==> config.mk <==
export PLATFORM = sky130hd
export DESIGN_NAME = pc_trace_buffer
export DESIGN_NICKNAME = d
export VERILOG_FILES = /design/src/rtl/trace_pkg.sv /design/src/rtl/trace_ram.sv /design/src/rtl/pc_trace_buffer.sv
export SDC_FILE = /design/constraint.sdc
export NUM_CORES = 1
export LEC_CHECK = 0
export ABC_AREA = 1
export CAP_MARGIN = 20
export CORE_MARGIN = 2
export CORE_UTILIZATION = 56
export DETAILED_ROUTE_END_ITERATION = 6
export HOLD_SLACK_MARGIN = 0.06
export PLACE_DENSITY_LB_ADDON = 0.08
export SYNTH_ARGS = -nofsm -noshare
export SYNTH_HDL_FRONTEND = slang
export SYNTH_HIERARCHICAL = 1
export SYNTH_SLANG_ARGS = --single-unit
==> constraint.sdc <==
create_clock -name clk -period 4.9 [get_ports clk]
set_clock_uncertainty 0.1 [all_clocks]
set_input_delay 0.98 -clock clk [delete_from_list [all_inputs] [get_ports clk]]
set_output_delay 0.98 -clock clk [all_outputs]
set_load 0.005 [all_outputs]
==> src/rtl/trace_pkg.sv <==
// trace_pkg: shared types and defaults for the pc_trace_buffer capture block.
package trace_pkg;

  localparam int unsigned TRACE_XLEN_DEF  = 32;
  localparam int unsigned TRACE_DEPTH_DEF = 16;
  localparam int unsigned TSTAMP_W        = 32;

  typedef enum logic [2:0] {
    IDLE  = 3'd0,
    ARMED = 3'd1,
    POST  = 3'd2,
    DONE  = 3'd3
  } trace_state_t;

endpackage

==> src/rtl/trace_ram.sv <==
// trace_ram: Depth x Width register array, one synchronous write port and one
// asynchronous read port. Contents are not reset.
module trace_ram #(
  parameter int unsigned Depth = 16,
  parameter int unsigned Width = 64,
  localparam int unsigned Aw   = $clog2(Depth)
) (
  input  logic             clk_i,
  input  logic             we_i,
  input  logic [Aw-1:0]    waddr_i,
  input  logic [Width-1:0] wdata_i,
  input  logic [Aw-1:0]    raddr_i,
  output logic [Width-1:0] rdata_o
);

  logic [Width-1:0] mem_q [Depth];

  // Synchronous write of one entry.
  always_ff @(posedge clk_i) begin
    if (we_i) begin
      mem_q[waddr_i] <= wdata_i;
    end
  end

  assign rdata_o = mem_q[raddr_i];

endmodule

==> src/rtl/pc_trace_buffer.sv <==
// pc_trace_buffer: circular trace capture of CH x XLEN samples. After a trigger a
// clamped number of further samples is recorded, then the buffer freezes and is
// streamed out oldest-first over valid/ready.
// Optional feature macro: PC_TRACE_TIMESTAMP_EN adds a free-running 32-bit cycle
// counter stored with every entry and presented on rd_tstamp.
module pc_trace_buffer
  import trace_pkg::*;
#(
  parameter int unsigned XLEN  = TRACE_XLEN_DEF,
  parameter int unsigned CH    = 2,
  parameter int unsigned DEPTH = TRACE_DEPTH_DEF,
  localparam int unsigned PW   = $clog2(DEPTH + 1)
) (
  input  logic                clk,
  input  logic                rst,
  input  logic                arm,
  input  logic                trig,
  input  logic                smp_valid,
  input  logic [CH*XLEN-1:0]  smp_data,
  input  logic [PW-1:0]       post_cnt,
  output logic [2:0]          state_o,
  output logic                done,
  output logic                wrapped,
  output logic [PW-1:0]       count,
  output logic                rd_valid,
  input  logic                rd_ready,
  output logic [CH*XLEN-1:0]  rd_data,
  output logic                rd_last
`ifdef PC_TRACE_TIMESTAMP_EN
  ,
  output logic [TSTAMP_W-1:0] rd_tstamp
`endif
);

  localparam int unsigned AW = $clog2(DEPTH);
  localparam int unsigned DW = CH * XLEN;
`ifdef PC_TRACE_TIMESTAMP_EN
  localparam int unsigned MW = DW + TSTAMP_W;
`else
  localparam int unsigned MW = DW;
`endif

  trace_state_t  state_q, state_d;
  logic [AW-1:0] wr_ptr_q, wr_ptr_d;
  logic [AW-1:0] rd_ptr_q, rd_ptr_d;
  logic [PW-1:0] count_q, count_d;
  logic [PW-1:0] rem_q, rem_d;
  logic [PW-1:0] rd_left_q, rd_left_d;
  logic          wrapped_q, wrapped_d;

  logic          we;
  logic          xfer;
  logic [PW-1:0] rem_lat;
  logic [MW-1:0] ram_wdata;
  logic [MW-1:0] ram_rdata;

  // Clamp so the trigger sample itself is never overwritten.
  assign rem_lat = (post_cnt > PW'(DEPTH - 1)) ? PW'(DEPTH - 1) : post_cnt;

  // arm aborts everything, including a write in the same cycle.
  assign we   = smp_valid && !arm && ((state_q == ARMED) || (state_q == POST));
  assign xfer = rd_valid && rd_ready && !arm;

  // FSM state register.
  always_ff @(posedge clk) begin
    if (rst) begin
      state_q <= IDLE;
    end else begin
      state_q <= state_d;
    end
  end

  // FSM next-state logic.
  always_comb begin
    state_d = state_q;
    if (arm) begin
      state_d = ARMED;
    end else begin
      unique case (state_q)
        IDLE:    state_d = IDLE;
        ARMED:   if (trig) state_d = (rem_lat == '0) ? DONE : POST;
        POST:    if (we && (rem_q == PW'(1))) state_d = DONE;
        DONE:    if (xfer && (rd_left_q == PW'(1))) state_d = IDLE;
        default: state_d = IDLE;
      endcase
    end
  end

  // FSM outputs; rd_data is forced to zero whenever no entry is offered.
  always_comb begin
    state_o  = state_q;
    done     = (state_q == DONE);
    rd_valid = done && (rd_left_q != '0);
    rd_last  = rd_valid && (rd_left_q == PW'(1));
    rd_data  = rd_valid ? ram_rdata[DW-1:0] : '0;
  end

  // Datapath next-state: pointers, fill count, post-trigger budget, readout budget.
  always_comb begin
    wr_ptr_d  = wr_ptr_q;
    rd_ptr_d  = rd_ptr_q;
    count_d   = count_q;
    rem_d     = rem_q;
    rd_left_d = rd_left_q;
    wrapped_d = wrapped_q;
    if (arm) begin
      wr_ptr_d  = '0;
      rd_ptr_d  = '0;
      count_d   = '0;
      rem_d     = '0;
      rd_left_d = '0;
      wrapped_d = 1'b0;
    end else begin
      if (we) begin
        wr_ptr_d = wr_ptr_q + 1'b1;
        if (count_q == PW'(DEPTH)) begin
          wrapped_d = 1'b1;
        end else begin
          count_d = count_q + 1'b1;
        end
      end
      if ((state_q == ARMED) && trig) begin
        rem_d = rem_lat;
      end else if ((state_q == POST) && we) begin
        rem_d = rem_q - 1'b1;
      end
      // On entry to DONE the oldest entry sits at wr_ptr once the buffer has wrapped.
      if ((state_d == DONE) && (state_q != DONE)) begin
        rd_ptr_d  = wrapped_d ? wr_ptr_d : '0;
        rd_left_d = count_d;
      end
      if (xfer) begin
        rd_ptr_d  = rd_ptr_q + 1'b1;
        rd_left_d = rd_left_q - 1'b1;
      end
    end
  end

  // Datapath registers.
  always_ff @(posedge clk) begin
    if (rst) begin
      wr_ptr_q  <= '0;
      rd_ptr_q  <= '0;
      count_q   <= '0;
      rem_q     <= '0;
      rd_left_q <= '0;
      wrapped_q <= 1'b0;
    end else begin
      wr_ptr_q  <= wr_ptr_d;
      rd_ptr_q  <= rd_ptr_d;
      count_q   <= count_d;
      rem_q     <= rem_d;
      rd_left_q <= rd_left_d;
      wrapped_q <= wrapped_d;
    end
  end

  assign count   = count_q;
  assign wrapped = wrapped_q;

`ifdef PC_TRACE_TIMESTAMP_EN
  logic [TSTAMP_W-1:0] tstamp_q;

  // Free-running cycle counter, wraps naturally at 2^32.
  always_ff @(posedge clk) begin
    if (rst) begin
      tstamp_q <= '0;
    end else begin
      tstamp_q <= tstamp_q + 1'b1;
    end
  end

  assign ram_wdata = {tstamp_q, smp_data};
  assign rd_tstamp = rd_valid ? ram_rdata[MW-1:DW] : '0;
`else
  assign ram_wdata = smp_data;
`endif

  trace_ram #(
    .Depth (DEPTH),
    .Width (MW)
  ) u_ram (
    .clk_i   (clk),
    .we_i    (we),
    .waddr_i (wr_ptr_q),
    .wdata_i (ram_wdata),
    .raddr_i (rd_ptr_q),
    .rdata_o (ram_rdata)
  );

endmodule

==> impl_metrics.toml <==
[drt]
dr.pass1.iters = 5
vias = 30284
routed_wl_um = 108000
vias_per_cell = 5.23
post_drt_wl_per_cell_um = 18.6
drc_errors = 0
antenna_left = 0
drt_iter0_markers = 2447

[yosys]
synth-simple-area-share = 0.212
synth.top_cells.by_count = "nand2_1 (1420), edfxtp_1 (1024), inv_1 (872)"
syn_avg_cell_area_sq_um = 10.2
synthFlopType = "edfxtp_1"
synth_fp_nets = 4629
synth_compound_area_frac = 0.00439
synthAdderAreaFrac = 0.00244
ys_types = 37
yosysSeqAreaShare = 0.677
synth_top_area_frac = 0.666
ys_ff_latch = 1051
synth.area.mux_share = 0
netlist_instances = 4545
yosysTopAreaCell = "edfxtp_1"
synth-edff-count = 1024
synthXorXnorAreaFrac = 0.00209
synth_area_leaders = "edfxtp_1 (67%), nand2_1 (12%), nand3_1 (8.6%), inv_1 (7.1%), buf_2 (1.3%)"
synth_top_family_by_area = "simple AND/OR/NAND/NOR gates"
yosys_warnings = 6
mappedNetlistArea_sq_um = 46200
synthArstFlopShare = 0
synth.most_common_cell = "nand2_1"

[finish]
layout-drive-gt1-share = 0.0504
synthToLayoutAreaGrowth_pct = 12.3
fin_nets = 4722

[clocking]
clkSlewWorstSetupHoldPaths_ns = 0.06
postCtsHoldBufs = 0
clock-root-buffer = "clkbuf_16"
insertion_delay_ns = 0.66
cts_buffer_depth = 3
post_cts_buffers = 0
cts_tree = "yes"
cts_max_level = 3
cts_buffers = 108
post_cts_resized = 0
cts_sinks = 1051

[floorplan]
num_io_pins = 151
fp.dieW_um = 291
die_area_sq_um = 84800
core_sq_um = 81800
start_util = 0.565
rows = 105
die_height_um = 291

[sta]
setup_tns_ns = 0
min_period_ns = 4.44
worstMarginPinSlew_ns = 1.08
setup_violations = 0
fin_crit_sh = 0.907
fmax_mhz = 225
hold_viol = 0
fin_ws_ns = 0.455
maxSlewViolCount = 0
slew-limit-headroom = 0.277
rsz0062_at_grt = "no"

[critical_path]
endpoint_kind = "output port"
reg2reg_depth = 7
critPathTopFamily = "buffers and inverters"
cp_max_fo = 51
crit_chain = "inv_4 -> buf_4 -> nand3_1 -> nand2_1 -> inv_1 -> nor2_1 -> clkdlybuf4s50_1"
path_depth = 7
setup.worst_path.class = "flop to output port"
r2r_start = "state_o[0]"
start_kind = "flop"
cpPeakStageDelay_ns = 0.69
cp.required_ns = 3.82
crit_buf_inv = 4
critPathLaunch = "rd_ptr_q[3]"
critPathSlowestCell = "inv_4"
arrival_ns = 3.36

[hold_path]
hp-start = "rem_q[2]"
hold_class = "flop to flop"
hold_depth = 2

[power_and_ir_drop]
total_power_uw = 17900
leakagePower_uw = 0.0220
ir_worst_vdd_v = 0.000269
power.density_nw_per_um2 = 344

[flow_run]
drv_cap = 0

[grt]
antenna_found_initial = 5
grt_max_degree = 148
gr-total-overflow = 0
grt_pass1_vias = 29313
grt_pass1_wl_um = 167000
grt_use_total = 0.255

[placement]
pre_cts_ws_ns = 0.942
portBuffers = 150
dp_hpwl_um = 55100
place_congestion = 0.766

[status]
status = "finished, final reports clean"
kinds of logic (layout without fill, tap and decap cells):
group                      count (synthesis)  in the layout
AOI/OAI and AO/OA                         35             35
and+or+nand+nor                         2335           2335
adders and majority gates                  9              9
xor gates and xnor gates                  11             11
buffers and inverters                   1103           1281
DFF                                     1051           1051
other                                      1              3
final timing paths:
check / slack [ns] / end
max: 0.46 / rd_data[35]
max reg2reg: 2.03 / u_ram/mem_q[2][28]
min: 0.39 / rem_q[2]
min reg2reg: 0.39 / rem_q[2]
power breakdown:
group | internal [uW] | switching, uW | total (uW)
Sequential | 9870 | 6.10 | 9870
Clock | 4330 | 3330 | 7660
Combinational | 100 | 231 | 332
Total | 14300 | 3560 | 17900
flip-flops by register name, summed over array words and instances (netlist names):
name         cells
wr_ptr_q         4
u_ram/mem_q   1024
state_o          3
rd_left_q        5
wrapped          1
rem_q            5
count            5
rd_ptr_q         4
cells in the final DEF, fill, tap and decap left out, drive strengths merged, types with 9 or more instances in the layout:
cell	netlist	layout
edfxtp	1024	1024
xor2	9	9
inv	878	879
clkinv	0	51
nor2	110	110
nand3	797	797
clkdlybuf4s50	0	150
ha	9	9
buf	199	58
a21oi	18	18
clkbuf	26	138
o21ai	9	9
nand2	1424	1424
dfxtp	27	27
layout make-up:
class | instances | area, sq um
Clock inverter | 57 | 343
Antenna cell | 2 | 5.00
Tap cell | 1070 | 1340
Sequential cell | 1051 | 31300
Clock buffer | 138 | 2920
Inverter | 878 | 3330
Timing Repair Buffer | 208 | 2310
Multi-Input combinational cell | 2391 | 10400
Fill cell | 6451 | 29900
worst min-delay path: stages, from the launching register on:
cell and delay, ns:
dfxtp_1 0.32, nand4_1 0.08, nand2_1 0.05
through the flow:
| step | util | hold slack [ns] | std cells | cell area (sq um) |
|---|---|---|---|---|
| 2_1_floorplan | - | 0.344 | 4545 | 46200 |
| 3_3_place_gp | 0.594 | 0.362 | 5598 | 48600 |
| 3_5_place_dp | 0.594 | 0.370 | 5598 | 48600 |
| 4_1_cts | 0.634 | 0.382 | 5793 | 51900 |
| 5_1_grt | 0.634 | 0.406 | 5795 | 51900 |
| 6_report | 0.634 | 0.389 | 5795 | 51900 |
layer usage:
metal  vias up  routed length, um  global-route usage
met3       184               5850              0.0315
li1      14735                  -                   -
met4         4               2930              0.0824
met5         -                 31                   0
met1     14482              46400               0.345
met2       879              52500               0.432
Power figures use the tool's default switching activity.
==> edit: new RTL, same settings <==
Set the package constant `TRACE_XLEN_DEF` to 48 (it was 32).
--- a/src/rtl/trace_pkg.sv
+++ b/src/rtl/trace_pkg.sv
@@ -3,3 +3,3 @@
 
-  localparam int unsigned TRACE_XLEN_DEF  = 32;
+  localparam int unsigned TRACE_XLEN_DEF  = 48;
   localparam int unsigned TRACE_DEPTH_DEF = 16;
Ports: changed (resized rd_data and smp_data); port bits go from 151 to 215. The function was not compared with the original's and may differ.
==> edit against the unedited design <==
Combinational power up 49%. Power increased by 52%. Area after synthesis grew 48%. Critical path depth rose by 2. Sequential cell count is 512 higher. Worst setup slack got worse by 140 ps. Final area grew 49%. Maximum frequency down 3.0%. Routed wire length increased by 56%. Critical endpoint is now rd_data[19]. Largest cell class unchanged.
==> edit: results (changes against the unedited design) <==
Fin nets: 6919 (was 4722)
Worst-path clk slew: 60 ps (about the same)
Status: completed (unchanged)
Max FFs per register: 1536 (was 1024)
Max Buffers Root-to-Sink: 3 (unchanged)
Met3 global-route usage: 3.499% (was 3.146%)
Critical Path Fanout Max: 104 (was 51)
Pin count of the biggest net entering global routing: 215 (was 148)
Placed Instances: 8264 (was 5598)
Gpl congestion: 0.7628 (was 0.7656)
Die area: 0.1248 mm2 (was 0.08482 mm2)
Met2 usage: 44.85% (was 43.23%)
Share of cells above drive strength 1: 4.980% (was 5.039%)
CTS Buf Count: 162 (was 108)
Yosys Warn Count: 6 (unchanged)
Post-synthesis net count: 6788 (was 4629)
Routed len/inst: 19.67 um (was 18.59 um)
Final wirelength: 168.3 mm (was 107.8 mm)
Worst skew pair latency: 750 ps (was 660 ps)
Drt pass-1 iters: 7 (was 5)
Top cells by count, synth: nand2_1, edfxtp_1, inv_1 (unchanged)
Distinct cell type count after synthesis: 34 (was 37)
Post-CTS Resized: 0 (unchanged)
Clock root cell: clkbuf_16 (unchanged)
Post-CTS Setup Repair Bufs: 0 (unchanged)
Largest cells by area after synthesis: edfxtp_1, nand2_1, nand3_1, inv_1, buf_2 (unchanged)
Via count: 45520 (was 30280)
Leak: 32.65 nW (was 22.04 nW)
EDFF count, synth: 1536 (was 1024)
Antenna violations before repair: 5 (unchanged)
Top FF cell, synth: edfxtp_1 (unchanged)
Vias in the first global route: 43850 (was 29310)
Fraction of registers with async set/reset: 0% (unchanged)
Fillers: 9597 (was 6451)
PortBufs: 214 (was 150)
Routing usage on met1: 36.94% (was 34.52%)
Gr usage total: 26.83% (was 25.52%)
Worst VDD drop: 430.6 uV (was 268.6 uV)
First-pass GRT wire length: 257.7 mm (was 166.8 mm)
Max_slew headroom: 30.39% (was 27.74%)
Worst Setup SP: rd_ptr_q[1] (was rd_ptr_q[3])
H-Tree Depth: 4 (was 3)
Cell area after placement: 0.07208 mm2 (was 0.04864 mm2)
Avg Synthesized Cell Area: 10.24 um2 (was 10.17 um2)
HP Start: rem_q[4] (was rem_q[2])
Sequential fraction of the synthesis area: 68.31% (was 67.72%)
Worst r2r src: rd_left_q[0] (was state_o[0])
Hold WC Path Type: flip-flop to flip-flop (unchanged)
Most flops, register: u_ram/mem_q (unchanged)
Pre-CTS setup slack: 823.7 ps (was 941.9 ps)
Critical path data arrival time: 3500 ps (was 3360 ps)
Drt initial violations: 4481 (was 2447)
Detailed-placement wirelength estimate: 83.90 mm (was 55.06 mm)
## edit: cell types whose count changed after synthesis, sizes merged, moves of 32 or more
cell	delta
buf	+61
clkbuf	+50
nand2	+672
nor2	+32
edfxtp	+512
inv	+415
nand3	+384
## edit: critical path, stage by stage, from the launching register on
cell	delay (ps)
dfxtp_4	370
inv_8	580
buf_4	440
nand3_1	120
nand3_1	130
nand3_1	90
nand2_1	170
inv_1	60
nor2_1	110
clkdlybuf4s50_1	550
## edit: cell families (layout without fill, tap and decap cells)
logic type | Yosys count | in the layout | synth area share [%]
xor+xnor | 11 | 11 | 0.1410
compound gates | 35 | 35 | 0.2912
fa+ha+maj | 9 | 9 | 0.1648
buf+inv | 1630 | 1886 | 10.04
flops | 1563 | 1563 | 68.31
other cells | 1 | 6 | 0.005489
simple gates | 3423 | 3423 | 21.05
## edit: routing by layer
layer	vias up	share of wire (%)
li1	21650	-
met1	22000	43
met2	1587	48
met3	279	6.5
met4	2	2.5
met5	-	0.0071
## edit: area by class of cell
class / count / area (um2) / area share (%)
diodes: 5 / 12.51 / 0.01620
clock buffers: 196 / 4288 / 5.553
clock inverters: 93 / 843.3 / 1.092
inverters: 1294 / 4885 / 6.326
multi-input cells: 3479 / 14920 / 19.32
flip-flops and latches: 1563 / 46680 / 60.45
well taps: 1625 / 2033 / 2.633
repair buffers: 303 / 3561 / 4.611
## edit: path summary, 6_finish.rpt
path	to	slack, ps	cells after the start
max	rd_data[19]	320	9
min	rem_q[4]	380	2
min reg2reg	rem_q[4]	380	2
max reg2reg	rd_ptr_q[0]	1830	13
## edit: power by group
part | internal (mW) | switching (mW) | total (mW)
Clock | 6.99 | 4.98 | 12.0
Sequential | 14.7 | 0.00636 | 14.7
Combinational | 0.144 | 0.352 | 0.495
Total | 21.8 | 5.34 | 27.2
